## src/rtl/vga_timing_pkg.sv

```systemverilog
// Shared VGA 640x480@60 timing constants and types for the sync generator and
// the pattern blocks that decode colour from its counters.
package vga_timing_pkg;

  localparam int unsigned CntWidth = 10;

  localparam int unsigned DefHTotal    = 800;
  localparam int unsigned DefHSync     = 96;
  localparam int unsigned DefHActStart = 144;
  localparam int unsigned DefHActEnd   = 784;

  localparam int unsigned DefVTotal    = 525;
  localparam int unsigned DefVSync     = 2;
  localparam int unsigned DefVActStart = 35;
  localparam int unsigned DefVActEnd   = 515;

  typedef logic [3:0] colour_t;

endpackage

```

## src/rtl/pixel_tick_gen.sv

```systemverilog
// Divides the system clock down to a one-clk pixel-enable pulse every CLK_DIV clocks;
// the first pulse lands in the CLK_DIV-th clock after reset release.
module pixel_tick_gen #(
  parameter int unsigned CLK_DIV = 4
) (
  input  logic clk,
  input  logic rst_n,
  output logic o_pixel_tick
);

  localparam int unsigned DivW = (CLK_DIV > 2) ? $clog2(CLK_DIV) : 1;
  localparam logic [DivW-1:0] DivLast = DivW'(CLK_DIV - 1);

  logic [DivW-1:0] r_div;
  logic [DivW-1:0] w_div_next;
  logic            r_tick;

  always_comb begin
    w_div_next = r_div + 1'b1;
    if (r_div == DivLast) begin
      w_div_next = '0;
    end
  end

  // Registered tick tracks the divider value it will hold, so the pulse is glitch-free.
  always_ff @(posedge clk or negedge rst_n) begin
    if (!rst_n) begin
      r_div  <= '0;
      r_tick <= 1'b0;
    end else begin
      r_div  <= w_div_next;
      r_tick <= (w_div_next == DivLast);
    end
  end

  assign o_pixel_tick = r_tick;

endmodule

```

## src/rtl/vga_sync_gen.sv

```systemverilog
// VGA timing master: pixel-tick driven H/V counters plus a registered output stage that
// blanks pattern colour and emits active-low syncs one pixel tick behind the counters.
module vga_sync_gen
  import vga_timing_pkg::*;
#(
  parameter int unsigned CLK_DIV     = 4,
  parameter int unsigned H_TOTAL     = DefHTotal,
  parameter int unsigned H_SYNC      = DefHSync,
  parameter int unsigned H_ACT_START = DefHActStart,
  parameter int unsigned H_ACT_END   = DefHActEnd,
  parameter int unsigned V_TOTAL     = DefVTotal,
  parameter int unsigned V_SYNC      = DefVSync,
  parameter int unsigned V_ACT_START = DefVActStart,
  parameter int unsigned V_ACT_END   = DefVActEnd
) (
  input  logic        clk,
  input  logic        rst_n,
  input  colour_t     Red_In,
  input  colour_t     Green_In,
  input  colour_t     Blue_In,
  output logic [15:0] H_Counter_Value,
  output logic [15:0] V_Counter_Value,
  output logic        pixel_tick,
  output logic        frame_start,
  output logic        video_on,
  output logic        Hsync,
  output logic        Vsync,
  output colour_t     Red,
  output colour_t     Green,
  output colour_t     Blue
);

  localparam logic [CntWidth-1:0] HLast     = CntWidth'(H_TOTAL - 1);
  localparam logic [CntWidth-1:0] VLast     = CntWidth'(V_TOTAL - 1);
  localparam logic [CntWidth-1:0] HSyncEnd  = CntWidth'(H_SYNC);
  localparam logic [CntWidth-1:0] VSyncEnd  = CntWidth'(V_SYNC);
  localparam logic [CntWidth-1:0] HActStart = CntWidth'(H_ACT_START);
  localparam logic [CntWidth-1:0] HActEnd   = CntWidth'(H_ACT_END);
  localparam logic [CntWidth-1:0] VActStart = CntWidth'(V_ACT_START);
  localparam logic [CntWidth-1:0] VActEnd   = CntWidth'(V_ACT_END);

  logic                w_tick;
  logic [CntWidth-1:0] r_h;
  logic [CntWidth-1:0] r_v;
  logic                w_h_last;
  logic                w_v_last;
  logic                w_act;

  logic    r_hsync;
  logic    r_vsync;
  logic    r_video_on;
  colour_t r_red;
  colour_t r_green;
  colour_t r_blue;

  pixel_tick_gen #(
    .CLK_DIV(CLK_DIV)
  ) u_pixel_tick_gen (
    .clk         (clk),
    .rst_n       (rst_n),
    .o_pixel_tick(w_tick)
  );

  assign w_h_last = (r_h == HLast);
  assign w_v_last = (r_v == VLast);

  always_ff @(posedge clk or negedge rst_n) begin
    if (!rst_n) begin
      r_h <= '0;
      r_v <= '0;
    end else if (w_tick) begin
      if (w_h_last) begin
        r_h <= '0;
        r_v <= w_v_last ? '0 : r_v + 1'b1;
      end else begin
        r_h <= r_h + 1'b1;
      end
    end
  end

  assign w_act = (r_h >= HActStart) && (r_h < HActEnd) &&
                 (r_v >= VActStart) && (r_v < VActEnd);

  // Output stage samples the counters as they stood during the tick, hence one tick of lag.
  always_ff @(posedge clk or negedge rst_n) begin
    if (!rst_n) begin
      r_hsync    <= 1'b1;
      r_vsync    <= 1'b1;
      r_video_on <= 1'b0;
      r_red      <= '0;
      r_green    <= '0;
      r_blue     <= '0;
    end else if (w_tick) begin
      r_hsync    <= !(r_h < HSyncEnd);
      r_vsync    <= !(r_v < VSyncEnd);
      r_video_on <= w_act;
      r_red      <= w_act ? Red_In   : '0;
      r_green    <= w_act ? Green_In : '0;
      r_blue     <= w_act ? Blue_In  : '0;
    end
  end

  assign H_Counter_Value = {{(16 - CntWidth){1'b0}}, r_h};
  assign V_Counter_Value = {{(16 - CntWidth){1'b0}}, r_v};
  assign pixel_tick      = w_tick;
  assign frame_start     = w_tick & w_h_last & w_v_last;
  assign video_on        = r_video_on;
  assign Hsync           = r_hsync;
  assign Vsync           = r_vsync;
  assign Red             = r_red;
  assign Green           = r_green;
  assign Blue            = r_blue;

endmodule

```

## config.mk

```make
export PLATFORM = sky130hd
export DESIGN_NAME = vga_sync_gen
export DESIGN_NICKNAME = d
export VERILOG_FILES = /design/src/rtl/vga_timing_pkg.sv /design/src/rtl/pixel_tick_gen.sv /design/src/rtl/vga_sync_gen.sv
export SDC_FILE = /design/constraint.sdc
export NUM_CORES = 1
export LEC_CHECK = 0
export ABC_AREA = 1
export BUFFER_PORTS_ARGS = -buffer_cell sky130_fd_sc_hd__buf_2
export CAP_MARGIN = 5
export CORE_MARGIN = 1
export CORE_UTILIZATION = 47
export CTS_CLUSTER_SIZE = 20
export DETAILED_ROUTE_END_ITERATION = 8
export PLACE_DENSITY_LB_ADDON = 0.05
export RECOVER_POWER = 50
export SLEW_MARGIN = 5
export SYNTH_ARGS = -nofsm -noshare
export SYNTH_HDL_FRONTEND = slang
export SYNTH_SLANG_ARGS = --single-unit
```

## constraint.sdc

```tcl
create_clock -name clk -period 1.57 [get_ports clk]
set_clock_uncertainty 0.15 [all_clocks]
set_input_delay 0.157 -clock clk [delete_from_list [all_inputs] [get_ports clk]]
set_output_delay 0.157 -clock clk [all_outputs]
set_load 0.02 [all_outputs]
```

Yosys cells after proc, flatten, opt, wreduce, memory -nomap -nowiden --
Cells that the tools add are included.
Word-level totals: register bits after elaboration 38, bits of input ports 14, output and inout port bits 49
Cells by class: add/sub/neg operators 3, order comparisons 6, eq/ne operators 4, mux-type cells 6, bitwise operators 2, reduce and logical (&&, ||, !) cells 6
Operators with widths (count):
- $add 10x1->10 const B | 2
- $eq 10x10->1 const B | 2
- $lt 10x10->1 const B | 2
- $mux 10 | 2
- $mux 4 | 3
- $ge 10x6->1 const B | 1
- $ge 10x8->1 const B | 1
- $lt 10x2->1 const B | 1
- $lt 10x7->1 const B | 1
- $eq 2x2->1 const B | 2
- $logic_and 1x1->1 | 3
- $add 2x1->2 const B | 1
- $and 1x1->1 | 2
- $logic_not 1->1 | 2
- $mux 2 | 1
- $reduce_and 2->1 | 1

Depth between registers and ports, before layout --
depth after elaboration 5, mapped depth 9, depth with buffers taken out 8

Hierarchy --
A second synthesis with hierarchy kept.
Unflattened totals: cells, all modules 253, area, all modules 2050.7 µm²
Modules (own cells, without submodules):
- vga_sync_gen | instances 1, cells each 245, area each 1939.4 µm², seq. area each 878.3 µm²
- pixel_tick_gen | instances 1, cells each 8, area each 111.4 µm², seq. area each 75.1 µm²

Worst setup path after synthesis --
Ideal clock, no wire load.
path type reg2out, from register r_v[0], to output frame_start, arrival time 1.465 ns, data required time 1.263 ns, setup slack -0.202 ns, cell stages (with the launch flop) 6, path through dfrtp_1 inv_1 ha_1 nand3_1 or3_1 nor2_1
On the way: word-level cells in the longest chain between the ends 2
Ends and longest elaborated chain:
- start, declared | line vga_sync_gen.sv:44 | logic [CntWidth-1:0] r_v;
- start signal, assigned | line vga_sync_gen.sv:74 | r_v <= w_v_last ? '0 : r_v + 1'b1;
- $eq 10x10->1 | line vga_sync_gen.sv:65 | assign w_v_last = (r_v == VLast);
- $and 1x1->1 | line vga_sync_gen.sv:106 | assign frame_start = w_tick & w_h_last & w_v_last;
- end, declared | line vga_sync_gen.sv:24 | output logic frame_start,
Every way passes these cells.

Worst setup path in the final report --
Same ends and word-level chain as after synthesis.

==> reports/results.tsv <==
stage	metric	value	unit
power	power_density	541	nW/um^2
synth	yosys_warnings	0	
synth	post_synth_top_area_share	41.1	%
sta	relSlewSlack	27.9	%
cts	cts_inserted_buffers	5	
cts	clk_pin_slew	0.08	ns
drt	routed_wirelength	6050	um
floorplanning	floorplan.initialDensity	49.7	%
setup_path	worst_r2r_path_depth	9	
drt	drt_drc	0	
power	total_leakage_power	1.75	nW
sta	rsz0062_at_grt	true	
placement	io_buffer_count	50	
power	worst_ir_drop_on_vdd	528	uV
worst_hold_path	min_delay_path_depth	1	
placement	placed_cells_incl_taps	407	
flow_run	drv_cap	0	
drt	top_signal_layer_used	met4	
floorplanning	i_o_pin_count	63	
setup_path	critical_path_rt	1.26	ns
cts	clock_tree_from_tritoncts	built	
setup_path	critPathLaunchType	register	
global_route	largest_net_degree_at_the_start_of_global_routing	19	
floorplanning	placementRows	24	
placement	post-dp-hpwl	4000	um
synth	synthCells	278	
sta	count_of_endpoints_failing_hold_in_the_final_timing_report	0	
sta	period_needed	1.89	ns
placement	pre_cts_slack	-0.0679	ns
drt	first_drt_iteration_drcs	134	
global_route	global_route.usage.total	25.9	%
cells_and_area	num-nets-final	408	
synth	synth_top_cells_by_area	sky130_fd_sc_hd__dfrtp_1, sky130_fd_sc_hd__nand2_1, sky130_fd_sc_hd__nand4_1	
drt	detail_route.first_pass.iterations	6	
floorplanning	core	4410	sq um
drt	routed-wl-met3	281	um
sta	finalCritPeriodShare	120	%
synth	synth-seq-cells	38	
power	report.power.total	1.76	mW
drt	antenna_left	0	
cells_and_area	area_delta_synth_final	48.6	%
run_status	status	complete, but fails checks	
worst_hold_path	hold_start	u_pixel_tick_gen.r_div[0]	
cts	cell_chosen_for_the_clock_root	sky130_fd_sc_hd__clkbuf_8	
sta	fmax	530	MHz
sta	max_slew.worst_pin.slew	1.08	ns
sta	fin_ws	-0.315	ns
cells_and_area	n_antenna_cell	0	
setup_path	worst_r2r_endpoint	Blue[2]	
placement	placed_cell_area	2720	sq um
sta	setup_tns	-1.85	ns
run_status	violations	negative setup slack	
sta	slew_violations	0	
cells_and_area	fin_util	73.8	%
setup_path	critPathCaptureType	output pin	
global_route	gr-total-overflow	0	
cells_and_area	final_standard_cell_count_with_taps_included_and_fillers_excluded	441	
synth	syn-mean-instance-area	7.89	sq um
synth	seq_area_frac_synth	43.5	%
drt	detail_route.vias_per_cell	5.03	
global_route	grt_pass1_vias	2121	
setup_path	reg2reg_slack	-0.14	ns
worst_hold_path	timing.hold.worst_endpoint	u_pixel_tick_gen.r_div[0]	
global_route	grt_first_pass_wirelength	9920	um
drt	routed_wire_length_per_instance	13.7	um
setup_path	critPathKind	reg2out	
sta	finalHoldWorstSlack	0.319	ns
cts	cts.path.max_buffers	2	
drt	met2RoutedLength	2920	um
worst_hold_path	hp-class	reg2reg	
setup_path	regToRegStartpoint	r_v[1]	
floorplanning	chipWidth	70.3	um
placement	place_congestion	0.838	
setup_path	worstPathArrival	1.58	ns
floorplanning	die_y	70.3	um
drt	detailroute.via_count	2218	
drt	drt-met1-wl	2740	um
synth	synth.largest_area_cell	sky130_fd_sc_hd__dfrtp_1	
global_route	antenna_found_initial	0	
cts	cts.htree.levels	2	
cells_and_area	final_layout_size_suffix_gt1_share	38.3	%
cts	cts_sinks	38	
floorplanning	die-area	4940	sq um
cells_and_area	finalInstanceArea	3260	sq um
synth	synthesis.area	2190	sq um
sta	setup_viol_count_final	14	
synth	unique_cell_type_count_in_the_yosys_netlist	29	
cts	clk-insertion-delay-late	0.29	ns
setup_path	crit_path_max_fanout	2	
registers in the layout, summed over array words and instances, names as in the netlist:
| name | flops |
|---|---|
| r_h | 10 |
| r_v | 10 |
| Blue | 4 |
| Green | 4 |
| Red | 4 |
| u_pixel_tick_gen.r_div | 2 |
| Hsync | 1 |
| Vsync | 1 |
| u_pixel_tick_gen.o_pixel_tick | 1 |
| video_on | 1 |
cells in the mapped netlist:
library cell	instances
sky130_fd_sc_hd__nor2_4	3
sky130_fd_sc_hd__o21ai_2	1
sky130_fd_sc_hd__a31oi_1	1
sky130_fd_sc_hd__a21oi_1	3
sky130_fd_sc_hd__nor2_2	4
sky130_fd_sc_hd__conb_1	1
sky130_fd_sc_hd__nor3_1	5
sky130_fd_sc_hd__nand4_4	1
sky130_fd_sc_hd__clkinv_1	1
sky130_fd_sc_hd__buf_4	14
sky130_fd_sc_hd__nand3_1	21
sky130_fd_sc_hd__clkbuf_1	1
sky130_fd_sc_hd__xor2_1	4
sky130_fd_sc_hd__dfstp_2	2
sky130_fd_sc_hd__o21ai_0	12
sky130_fd_sc_hd__ha_1	6
sky130_fd_sc_hd__inv_1	31
sky130_fd_sc_hd__o21ai_1	3
sky130_fd_sc_hd__nand2_2	2
sky130_fd_sc_hd__inv_2	1
sky130_fd_sc_hd__nor3_2	1
sky130_fd_sc_hd__buf_2	1
sky130_fd_sc_hd__o21bai_1	2
sky130_fd_sc_hd__nand2_1	71
sky130_fd_sc_hd__buf_6	3
sky130_fd_sc_hd__dfrtp_1	36
sky130_fd_sc_hd__nor2_1	24
sky130_fd_sc_hd__nand4_1	22
sky130_fd_sc_hd__or3_1	1
critical path, stage by stage, from the launching register on:
cell                      delay, ns
sky130_fd_sc_hd__dfrtp_2       0.42
sky130_fd_sc_hd__inv_2         0.09
sky130_fd_sc_hd__ha_4          0.14
sky130_fd_sc_hd__nand3_2       0.06
sky130_fd_sc_hd__or3_4         0.34
sky130_fd_sc_hd__nor2_4        0.11
sky130_fd_sc_hd__buf_6         0.12
timing repair:
item | in CTS | in global routing
endpoints found under the setup margin | 24 | 28
cloned | 2 | 0
hold endpoints to repair | 28 | 0
hold buffers | 13 | 0
gates resized for setup | 20 | 32
buffers inserted | 4 | 8
pin swaps | 4 | 28
final cells by class:
class / instances / area (sq um)
fillers: 352 / 1160
repair buffers: 111 / 866
inverters: 33 / 130
clock buffers: 7 / 86.3
well taps: 52 / 65.1
flip-flops and latches: 38 / 961
clock inverters: 1 / 5.00
multi-input cells: 199 / 1140
cell usage in the layout (no fill, tap or decap), drive strengths merged:
master	synthesis	final
nand2	73	73
clkinvlp	0	1
nor3	6	6
nand4	23	23
buf	18	95
a21oi	3	3
dfstp	2	2
a31oi	1	1
o21bai	2	2
nor2	31	31
clkinv	1	1
or3	1	1
clkbuf	1	10
ha	6	6
dfrtp	36	36
conb	1	12
o21ai	16	16
nand3	21	21
inv	32	32
dlygate4sd3	0	13
xor2	4	4
how the worst max path moves through the flow:
stage / start / to / slack, ns / depth (start not counted)
3_3_place_gp: r_v[1] / frame_start / -0.05 / 6
3_5_place_dp: r_v[1] / frame_start / -0.07 / 6
4_1_cts: r_h[0] / frame_start / -0.30 / 6
2_1_floorplan: r_v[0] / frame_start / -0.04 / 5
6_report: r_v[0] / frame_start / -0.32 / 6
5_1_grt: r_v[0] / frame_start / -0.37 / 6
metal layers:
metal,vias to the layer above,track usage [%]
met5,-,0
met2,72,40.6
li1,1095,-
met3,9,5.05
met4,0,8.89
met1,1042,35.6
logic make-up (layout without fill, tap and decap cells):
kind of cell,count (synthesis),count (layout),share of synthesized area [%]
and+or+nand+nor,155,155,33.4
buffers and inverters,52,152,12.4
DFF,38,38,43.5
AOI/OAI and AO/OA,22,22,5.48
adders and majority gates,6,6,3.42
xor gates and xnor gates,4,4,1.60
other,1,12,0.171
where the power goes:
part           internal, mW  switching [mW]
clock                 0.354           0.341
sequential            0.978               0
combinational        0.0351          0.0536
total                  1.37           0.395
Note: power is estimated with default switching activity, not from simulation.
